===== config.mk =====
export PLATFORM = sky130hd
export DESIGN_NAME = mux_scan_nx1
export DESIGN_NICKNAME = d
export VERILOG_FILES = /design/src/rtl/mux_pkg.sv /design/src/rtl/mux_nto1.sv /design/src/rtl/mux_scan_nx1.sv
export SDC_FILE = /design/constraint.sdc
export NUM_CORES = 1
export LEC_CHECK = 0
export ABC_CLOCK_PERIOD_IN_PS = 3200
export CAP_MARGIN = 0
export CORE_MARGIN = 3
export CORE_UTILIZATION = 35
export CTS_BUF_LIST = sky130_fd_sc_hd__clkbuf_4 sky130_fd_sc_hd__clkbuf_8
export CTS_CLUSTER_DIAMETER = 150
export DETAILED_ROUTE_END_ITERATION = 8
export PLACE_DENSITY = 0.68
export SLEW_MARGIN = 20
export SYNTH_ARGS = -nofsm -noshare
export SYNTH_HDL_FRONTEND = slang
export SYNTH_HIERARCHICAL = 1
export SYNTH_SLANG_ARGS = --single-unit
export TNS_END_PERCENT = 50

===== constraint.sdc =====
create_clock -name clk -period 3.2 [get_ports clk]
set_input_delay 0.32 -clock clk [delete_from_list [all_inputs] [get_ports clk]]
set_output_delay 0.32 -clock clk [all_outputs]
set_load 0.03 [all_outputs]

===== src/rtl/mux_pkg.sv =====
// rtl/mux_pkg.sv - shared mode encodings and width helper for the scan mux
package mux_pkg;

  localparam logic MODE_MANUAL = 1'b0;
  localparam logic MODE_SCAN   = 1'b1;

  // Minimum bits needed to index n items; n >= 2 always gives at least 1.
  function automatic int clog2(input int n);
    int r;
    r = 0;
    for (int v = n - 1; v > 0; v = v >> 1) r++;
    return r;
  endfunction

endpackage


===== src/rtl/mux_nto1.sv =====
// rtl/mux_nto1.sv - combinational N-to-1 channel selector with range flag
module mux_nto1
  import mux_pkg::*;
#(
  parameter int N_CH  = 32,
  parameter int W     = 1,
  parameter int SEL_W = clog2(N_CH)
) (
  input  logic [N_CH*W-1:0] D,
  input  logic [SEL_W-1:0]  sel,
  output logic [W-1:0]      data,
  output logic              out_of_range
);

  // Decode against real channel numbers only, so selects past N_CH-1 yield zero.
  always_comb begin
    data         = '0;
    out_of_range = 1'b1;
    for (int k = 0; k < N_CH; k++) begin
      if (sel == SEL_W'(k)) begin
        data         = D[k*W +: W];
        out_of_range = 1'b0;
      end
    end
  end

endmodule


===== src/rtl/mux_scan_nx1.sv =====
// rtl/mux_scan_nx1.sv - registered N-channel mux with manual/round-robin select and valid/ready output
module mux_scan_nx1
  import mux_pkg::*;
#(
  parameter int N_CH  = 32,
  parameter int W     = 1,
  parameter int SEL_W = clog2(N_CH)
) (
  input  logic              clk,
  input  logic              rst_n,
  input  logic              en,
  input  logic              mode,
  input  logic [N_CH*W-1:0] D,
  input  logic [SEL_W-1:0]  s,
  output logic [W-1:0]      Y,
  output logic [SEL_W-1:0]  y_ch,
  output logic              y_last,
  output logic              y_err,
  output logic              y_valid,
  input  logic              y_ready
);

  localparam logic [SEL_W-1:0] LAST_CH = SEL_W'(N_CH - 1);

  logic [SEL_W-1:0] scan_ptr;
  logic [SEL_W-1:0] sel;
  logic [W-1:0]     sel_data;
  logic             sel_oor;
  logic             load;

  assign sel  = (mode == MODE_SCAN) ? scan_ptr : s;
  assign load = en && (!y_valid || y_ready);

  mux_nto1 #(
    .N_CH (N_CH),
    .W    (W),
    .SEL_W(SEL_W)
  ) u_sel (
    .D           (D),
    .sel         (sel),
    .data        (sel_data),
    .out_of_range(sel_oor)
  );

  always_ff @(posedge clk or negedge rst_n) begin
    if (!rst_n) begin
      Y       <= '0;
      y_ch    <= '0;
      y_last  <= 1'b0;
      y_err   <= 1'b0;
      y_valid <= 1'b0;
    end else if (load) begin
      Y       <= sel_data;
      y_ch    <= sel;
      y_last  <= (mode == MODE_SCAN) && (sel == LAST_CH);
      y_err   <= (mode == MODE_MANUAL) && sel_oor;
      y_valid <= 1'b1;
    end else if (y_valid && y_ready) begin
      y_valid <= 1'b0;
    end
  end

  // Pointer parks at 0 in manual mode so the first scan word is always channel 0.
  always_ff @(posedge clk or negedge rst_n) begin
    if (!rst_n) begin
      scan_ptr <= '0;
    end else if (mode == MODE_MANUAL) begin
      scan_ptr <= '0;
    end else if (load) begin
      scan_ptr <= (scan_ptr == LAST_CH) ? '0 : scan_ptr + 1'b1;
    end
  end

endmodule

==> metrics.md, run 1 <==
| Metric | Value |
|---|---|
| Outcome | `finished, final reports clean` |
| Initial DRT Pass Iterations | `4` |
| Vias in the first global route | `1209` |
| CTS max path bufs | `2` |
| Iteration-0 DRC Markers | `137` |
| Slew Viols, Final | `0` |
| Hold-fix buffers, CTS | `0` |
| Worst r2r path cells | `9` |
| Post-Synth XOR/XNOR Area | `0` |
| Measured slew at the worst slew-check pin | `647.2 ps` |
| Mux contribution to synthesized area | `0.1493` |
| Seq pwr share | `0.367` |
| Pin count of the biggest net entering global routing | `27` |
| Row count | `20` |
| Fillers | `305` |
| H-tree depth | `1` |
| Root Buffer | `clkbuf_4` |
| Mean number of vias per cell | `5.622` |
| Mapped Nets | `178` |
| GRT overflow | `0` |
| Post-synthesis register bit count | `14` |
| Ys flop type | `dfrtp_1` |
| Internal power | `0.0003817 W` |
| ANT cells | `0` |
| Sw power | `0.0001744 W` |
| Via Count | `1265` |
| CTS Sinks | `14` |
| Multi-input logic area | `782.0 sq um` |
| Worst R2R Setup Slack | `710 ps` |
| Synth Cell Area | `1199 sq um` |
| Final min period | `2740 ps` |
| Core ar. | `3153 sq um` |
| Leak | `0.6845 nW` |
| Crit path max fanout | `26` |
| Share of cells above drive strength 1 | `0.1160` |
| Setup repair bufs after CTS | `0` |
| Compound-Gate Fraction of Synth Area | `0.2891` |
| CP Data Required Time | `3360 ps` |
| DR WL met3 | `210 um` |
| Clock group share of total power | `0.220` |
| Post-CTS sizing | `0` |
| Die Ht | `64.52 um` |
| Post-DP HPWL | `2645 um` |
| Mean Syn Cell Area | `8.945 sq um` |
| Final hold violations | `0` |
| Post-synthesis adder-cell area fraction | `0.02088` |
| Commonest non-fill, non-tap cell in the layout | `clkdlybuf4s50_1` |
| Routability cong. | `0.8292` |
| Sequential Area | `350.3 sq um` |
| Slew Limit Headroom | `0.5672` |
| Leading cell types in the layout, fill and taps excluded | `clkdlybuf4s50_1 (50), dfrtp_1 (14), mux2_2 (11), o21ai_0 (8), a21oi_1 (8)` |
| Finished layout cell area | `1758 sq um` |
| Final #Nets | `226` |
| Clock Pin Slew Worst Setup and Hold Paths | `80 ps` |
| Setup TNS after final layout | `0 ps` |
| Post-route ant nets | `0` |
| # IOs | `51` |
| Layout area overhead | `46.66%` |
| Wirelength per Cell | `15.19 um` |
| Clock Latency Late Sink | `270 ps` |
| CTS buffer count | `3` |
| Gr usage total | `0.1668` |
| Number of synthesized flops with an enable pin | `0` |
| First-pass GRT wire length | `5540 um` |
| Post-synth cell types | `46` |
| Synthesized instance count | `134` |
| Post-Synth Simple-Gate Area | `0.1900` |
| Final Setup Violations | `0` |
| VDD IR-drop max | `0.0002669 V` |
| Crit path launch | `mode` |
| # port buffers | `50` |
| Final period utilization | `0.8563` |
| Initial antenna violation count | `0` |
| M1 WL | `1505 um` |
| Max Used Layer | `met4` |
| Worst Path Class, Setup | `input port to register` |
| Max-Cap Viols | `0` |
| Fmax | `0.3650 GHz` |
| Starting density of the core | `0.3802` |
| Pwr per Cell Area | `316.4 nW/um^2` |
| RSZ-0062 raised after global routing | `false` |
| Chip width | `64.52 um` |
| Nature of the critical path startpoint | `input port` |
| Sw frac | `0.3136` |
| CTS tree | `yes` |
| Critical Path End Type | `register` |
| Die ar. | `4163 sq um` |
| RR Endpoint | `Y` |
| Register area share after synthesis | `0.2923` |
| Worst min path class | `input port to async pin` |
| Dpl cell area | `1722 sq um` |
| Routed wire length | `3417 um` |
| DR DRC count | `0` |
| Reg-to-reg critical path startpoint | `scan_ptr[0]` |
| Ys async rst share | `1.000` |
| Clk_skew | `6.896 ps` |
| Total number of yosys warnings | `6` |
| Largest family of logic cells by synthesized area | `compound AO/OA/AOI/OAI gates` |
| Part of the power in combinational logic | `0.412` |
| Critical Path AT | `2900 ps` |
| WL met2 | `1677 um` |
## cell usage after synthesis, types with 2 or more instances
cell type,count,area [sq um]
dfrtp_1,14,350.3
mux2_2,11,123.9
o21ai_0,9,45.04
a21oi_1,8,40.04
inv_1,6,22.52
nand2_1,6,22.52
nor2_1,6,22.52
nand2b_1,5,31.28
o31ai_1,5,37.54
a31oi_1,4,25.02
clkbuf_1,4,15.01
nor3b_1,4,30.03
a211o_1,3,26.28
nand3_1,3,15.01
nor2b_1,3,18.77
o32a_1,3,30.03
a21boi_0,2,15.01
a22oi_1,2,15.01
buf_2,2,10.01
buf_4,2,15.01
ha_1,2,25.02
mux4_2,2,45.04
nand4_1,2,12.51
nand4b_1,2,17.52
o22ai_1,2,12.51
o311ai_0,2,17.52
## per-stage QoR
stage	utilization	std cells	total power (W)	hold WS (ps)	setup slack [ps]
finish	0.5575	225	0.0005561	440.2	459.9
global route	0.5575	225	0.0005883	465.4	319.1
CTS	0.5575	225	0.0005600	448.8	473.2
detailed placement	0.5460	221	0.0004361	492.2	185.9
global placement	0.5460	221	0.0004341	489.4	297.3
floorplan	-	134	0.0003317	24.41	717.0
## sequential cells by signal (all words and copies together), names as in the netlist
register / flops
y_err: 1
y_ch: 5
scan_ptr: 5
y_last: 1
y_valid: 1
Y: 1
## cells by family (layout without fill, tap and decap cells)
| group | count (synthesis) | after routing |
|---|---|---|
| other | 1 | 1 |
| DFF | 14 | 14 |
| and+or+nand+nor | 39 | 39 |
| muxes | 14 | 14 |
| adders and majority gates | 2 | 2 |
| AOI/OAI and AO/OA | 49 | 49 |
| buffers and inverters | 15 | 62 |
## worst max-delay path, stage by stage
cell	delay, ps
clkdlybuf4s50_1	580
nand2_1	190
o21ai_1	80
buf_4	230
or3b_2	480
a22oi_1	230
o32ai_1	110
a311oi_1	320
a221oi_2	90
mux2_2	260
## metal layers
layer  vias to the layer above  GRT usage
met4                         0    0.03694
met3                         2    0.04159
met1                       595     0.2254
met2                        50     0.2680
met5                         -          0
li1                        618          -
## cell type report
type                    instances  share of cell area
repair buffers                 51              0.2890
well taps                      44             0.03132
multi-input cells             105              0.4448
inverters                       7             0.01495
clock buffers                   4             0.02064
flip-flops and latches         14              0.1993
## power groups by stage
stage / clock network (W) / registers (W) / logic [W]
after floorplan: 0 / 0.000236 / 0.0000958
after CTS: 0.000126 / 0.000204 / 0.000230
final: 0.000122 / 0.000204 / 0.000229
after global placement: 0 / 0.000207 / 0.000227
after detailed placement: 0 / 0.000207 / 0.000229
after global routing: 0.000136 / 0.000207 / 0.000246
## how the worst max path moves through the flow
stage / end / depth (start not counted)
floorplan: Y / 9
global route: Y / 10
detailed placement: Y / 10
global placement: Y / 10
finish: Y / 10
CTS: Y / 10
No activity file was read; power rests on OpenSTA's default activity.
==> inputs of run 2 (changes only) <==
--- a/config.mk
+++ b/config.mk
@@ -5,13 +5,13 @@
 export SDC_FILE = /design/constraint.sdc
 export NUM_CORES = 1
 export LEC_CHECK = 0
-export ABC_CLOCK_PERIOD_IN_PS = 3200
-export CAP_MARGIN = 0
+export ABC_CLOCK_PERIOD_IN_PS = 3300
 export CORE_MARGIN = 3
 export CORE_UTILIZATION = 35
 export CTS_BUF_LIST = sky130_fd_sc_hd__clkbuf_4 sky130_fd_sc_hd__clkbuf_8
 export CTS_CLUSTER_DIAMETER = 150
 export DETAILED_ROUTE_END_ITERATION = 8
+export HOLD_SLACK_MARGIN = 0.08
 export PLACE_DENSITY = 0.68
 export SLEW_MARGIN = 20
 export SYNTH_ARGS = -nofsm -noshare
==> constraint.sdc (replaced) <==
create_clock -name clk -period 3.3 [get_ports clk]
set_input_delay 0.33 -clock clk [delete_from_list [all_inputs] [get_ports clk]]
set_output_delay 0.33 -clock clk [all_outputs]
set_load 0.03 [all_outputs]
==> run 2 against run 1 <==
Core utilization rose by 0.48 points. Critical path depth fell by 1. Register-to-register slack gained 110 ps. First-iteration DRC count decreased by 22%. Worst hold slack got worse by 3.5 ps. Via count down 2.5%. Global-route usage fell by 0.39 points. Final area rose by 0.85%. Critical endpoint unchanged. Largest power group unchanged.
==> metrics.md, run 2 (synthesized netlist as in run 1, its figures left out) <==
| Metric | Value |
|---|---|
| Outcome | `finished, final reports clean (unchanged)` |
| Pwr per Cell Area | `306.7 nW/um^2 (was 316.4 nW/um^2)` |
| Via Count | `1234 (was 1265)` |
| Wirelength per Cell | `14.94 um (was 15.19 um)` |
| Dpl ws | `384.1 ps (was 185.9 ps)` |
| Starting density of the core | `0.3802 (unchanged)` |
| Commonest non-fill, non-tap cell in the layout | `clkdlybuf4s50_1 (unchanged)` |
| Initial DRT Pass Iterations | `5 (was 4)` |
| # port buffers | `50 (unchanged)` |
| Hold-fix buffers, CTS | `0 (unchanged)` |
| Setup repair bufs after CTS | `0 (unchanged)` |
| Final Setup Violations | `0 (unchanged)` |
| Post-route setup slack | `657.9 ps (was 459.9 ps)` |
| CP Data Required Time | `3470 ps (was 3360 ps)` |
| Routed wire length | `3391 um (was 3417 um)` |
| Die ar. | `4163 sq um (unchanged)` |
| Slowest stage delay, CP | `510 ps (was 580 ps)` |
| Cell family with most CP delay | `compound AO/OA/AOI/OAI gates (unchanged)` |
| Most frequent CP cell | `mux2_2` |
| ANT cells | `0 (unchanged)` |
| Post-DP HPWL | `2575 um (was 2645 um)` |
| Post-CTS sizing | `0 (unchanged)` |
| Die Ht | `64.52 um (unchanged)` |
| Gr usage total | `0.1629 (was 0.1668)` |
| Row count | `20 (unchanged)` |
| Root Buffer | `clkbuf_4 (unchanged)` |
| Initial antenna violation count | `0 (unchanged)` |
| Max-Cap Viols | `0 (unchanged)` |
| Critical Path AT | `2810 ps (was 2900 ps)` |
| CTS buffer count | `3 (unchanged)` |
| Part of the power in combinational logic | `0.413 (was 0.412)` |
| Vias in the first global route | `1173 (was 1209)` |
| Seq pwr share | `0.364 (was 0.367)` |
| VDD IR-drop max | `0.0002215 V (was 0.0002669 V)` |
| Slew Viols, Final | `0 (unchanged)` |
| H-tree depth | `1 (unchanged)` |
| Layout area overhead | `47.91% (was 46.66%)` |
| Routability cong. | `0.8657 (was 0.8292)` |
| Post-route ant nets | `0 (unchanged)` |
| Crit path max fanout | `24 (was 26)` |
| CTS Sinks | `14 (unchanged)` |
| Clk_skew | `2.220 ps (was 6.896 ps)` |
| Final hold violations | `0 (unchanged)` |
| Pin count of the biggest net entering global routing | `25 (was 27)` |
| Worst min path class | `input port to async pin (unchanged)` |
| DR DRC count | `0 (unchanged)` |
| Biggest regs | `scan_ptr: 5 flops, y_ch: 5 flops (unchanged)` |
| Final min period | `2642 ps` |
| Clock Latency Late Sink | `280 ps (was 270 ps)` |
| Sw frac | `0.3152 (was 0.3136)` |
| Fmax | `0.3785 GHz` |
| Measured slew at the worst slew-check pin | `710.4 ps (was 647.2 ps)` |
| Final #Nets | `228 (was 226)` |
| Share of cells above drive strength 1 | `0.1257 (was 0.1160)` |
| Sw power | `0.0001714 W (was 0.0001744 W)` |
| Chip width | `64.52 um (unchanged)` |
| Leak | `0.6944 nW (was 0.6845 nW)` |
| Iteration-0 DRC Markers | `107 (was 137)` |
| Worst Path Buf+Inv | `2 (unchanged)` |
| Crit-path slowest cell | `clkdlybuf4s50_1 (unchanged)` |
| Worst Path Class, Setup | `input port to register (unchanged)` |
| CTS max path bufs | `2 (unchanged)` |
| CTS tree | `yes (unchanged)` |
| Core ar. | `3153 sq um (unchanged)` |
| Leading cell types in the layout, fill and taps excluded | `clkdlybuf4s50_1 (50), dfrtp_1 (14), mux2_2 (11), o21ai_0 (8), a21oi_1 (8) (unchanged)` |
| Clock group share of total power | `0.223 (was 0.220)` |
| GRT overflow | `0 (unchanged)` |
| RSZ-0062 raised after global routing | `false (unchanged)` |
| Critical Path End Type | `register (unchanged)` |
| Nature of the critical path startpoint | `input port (unchanged)` |
| Worst-path cell chain | `clkdlybuf4s50_1 -> buf_4 -> mux2_2 -> and4b_1 -> a22oi_1 -> o32ai_1 -> a311oi_1 -> a221oi_2 -> mux2_2 (was clkdlybuf4s50_1 -> nand2_1 -> o21ai_1 -> buf_4 -> or3b_2 -> a22oi_1 -> o32ai_1 -> a311oi_1 -> a221oi_2 -> mux2_2)` |
| Final period utilization | `0.8006` |
| Slew Limit Headroom | `0.5232 (was 0.5672)` |
| Internal power | `0.0003724 W (was 0.0003817 W)` |
| Clock Pin Slew Worst Setup and Hold Paths | `80 ps (about the same)` |
| # IOs | `51 (unchanged)` |
| First-pass GRT wire length | `5464 um (was 5540 um)` |
| Setup TNS after final layout | `0 ps (unchanged)` |
| Mean number of vias per cell | `5.436 (was 5.622)` |
## run 2: per-stage QoR
step	hold slack (ps)	total power, W	cells	utilization	cell area [sq um]
5_1_grt	484.3	0.0005782	227	0.5623	1773
2_1_floorplan	34.41	0.0003217	134	-	1199
3_3_place_gp	487.1	0.0004233	223	0.5508	1737
4_1_cts	456.8	0.0005485	227	0.5623	1773
3_5_place_dp	492.5	0.0004245	223	0.5508	1737
6_report	436.8	0.0005437	227	0.5623	1773
## run 2: power groups by stage
stage               sequential, W  combinational, W  clock, W
CTS                      0.000198          0.000225  0.000126
floorplan                0.000229         0.0000929         0
detailed placement       0.000201          0.000224         0
global placement         0.000201          0.000223         0
finish                   0.000198          0.000225  0.000121
global route             0.000200          0.000242  0.000136
## run 2: worst paths after layout
kind,start,endpoint,slack [ps],cells past startpoint
max,mode,Y,660,9
min,rst_n,scan_ptr[3],440,1
max reg2reg,scan_ptr[0],Y,820,8
min reg2reg,y_ch[1],y_ch[1],510,1
max in group asynchronous,rst_n,scan_ptr[1],2460,1
min in group clk,y_ch[1],y_ch[1],510,1
## run 2: layout make-up
| type | count | area (sq um) |
|---|---|---|
| timing repair buffer | 53 | 523.0 |
| fill | 292 | 1380 |
| sequential | 14 | 350.3 |
| inverter | 7 | 26.28 |
| clock buffer | 4 | 36.28 |
| tap | 44 | 55.05 |
| multi-input combinational | 105 | 782.0 |
## run 2: routing by layer
| layer | global-route usage | up-vias | part of all wire |
|---|---|---|---|
| met5 | 0 | - | 0 |
| met4 | 0.04749 | 0 | 0.013 |
| met3 | 0.04853 | 7 | 0.080 |
| met2 | 0.2423 | 50 | 0.46 |
| met1 | 0.2270 | 560 | 0.45 |
| li1 | - | 617 | - |
## run 2: worst register-to-register path: cells and delay by family (launching register included)
family	cells	cell delay [ps]
compound gates	5	1010
flops	1	430
mux	1	260
simple gates	2	680
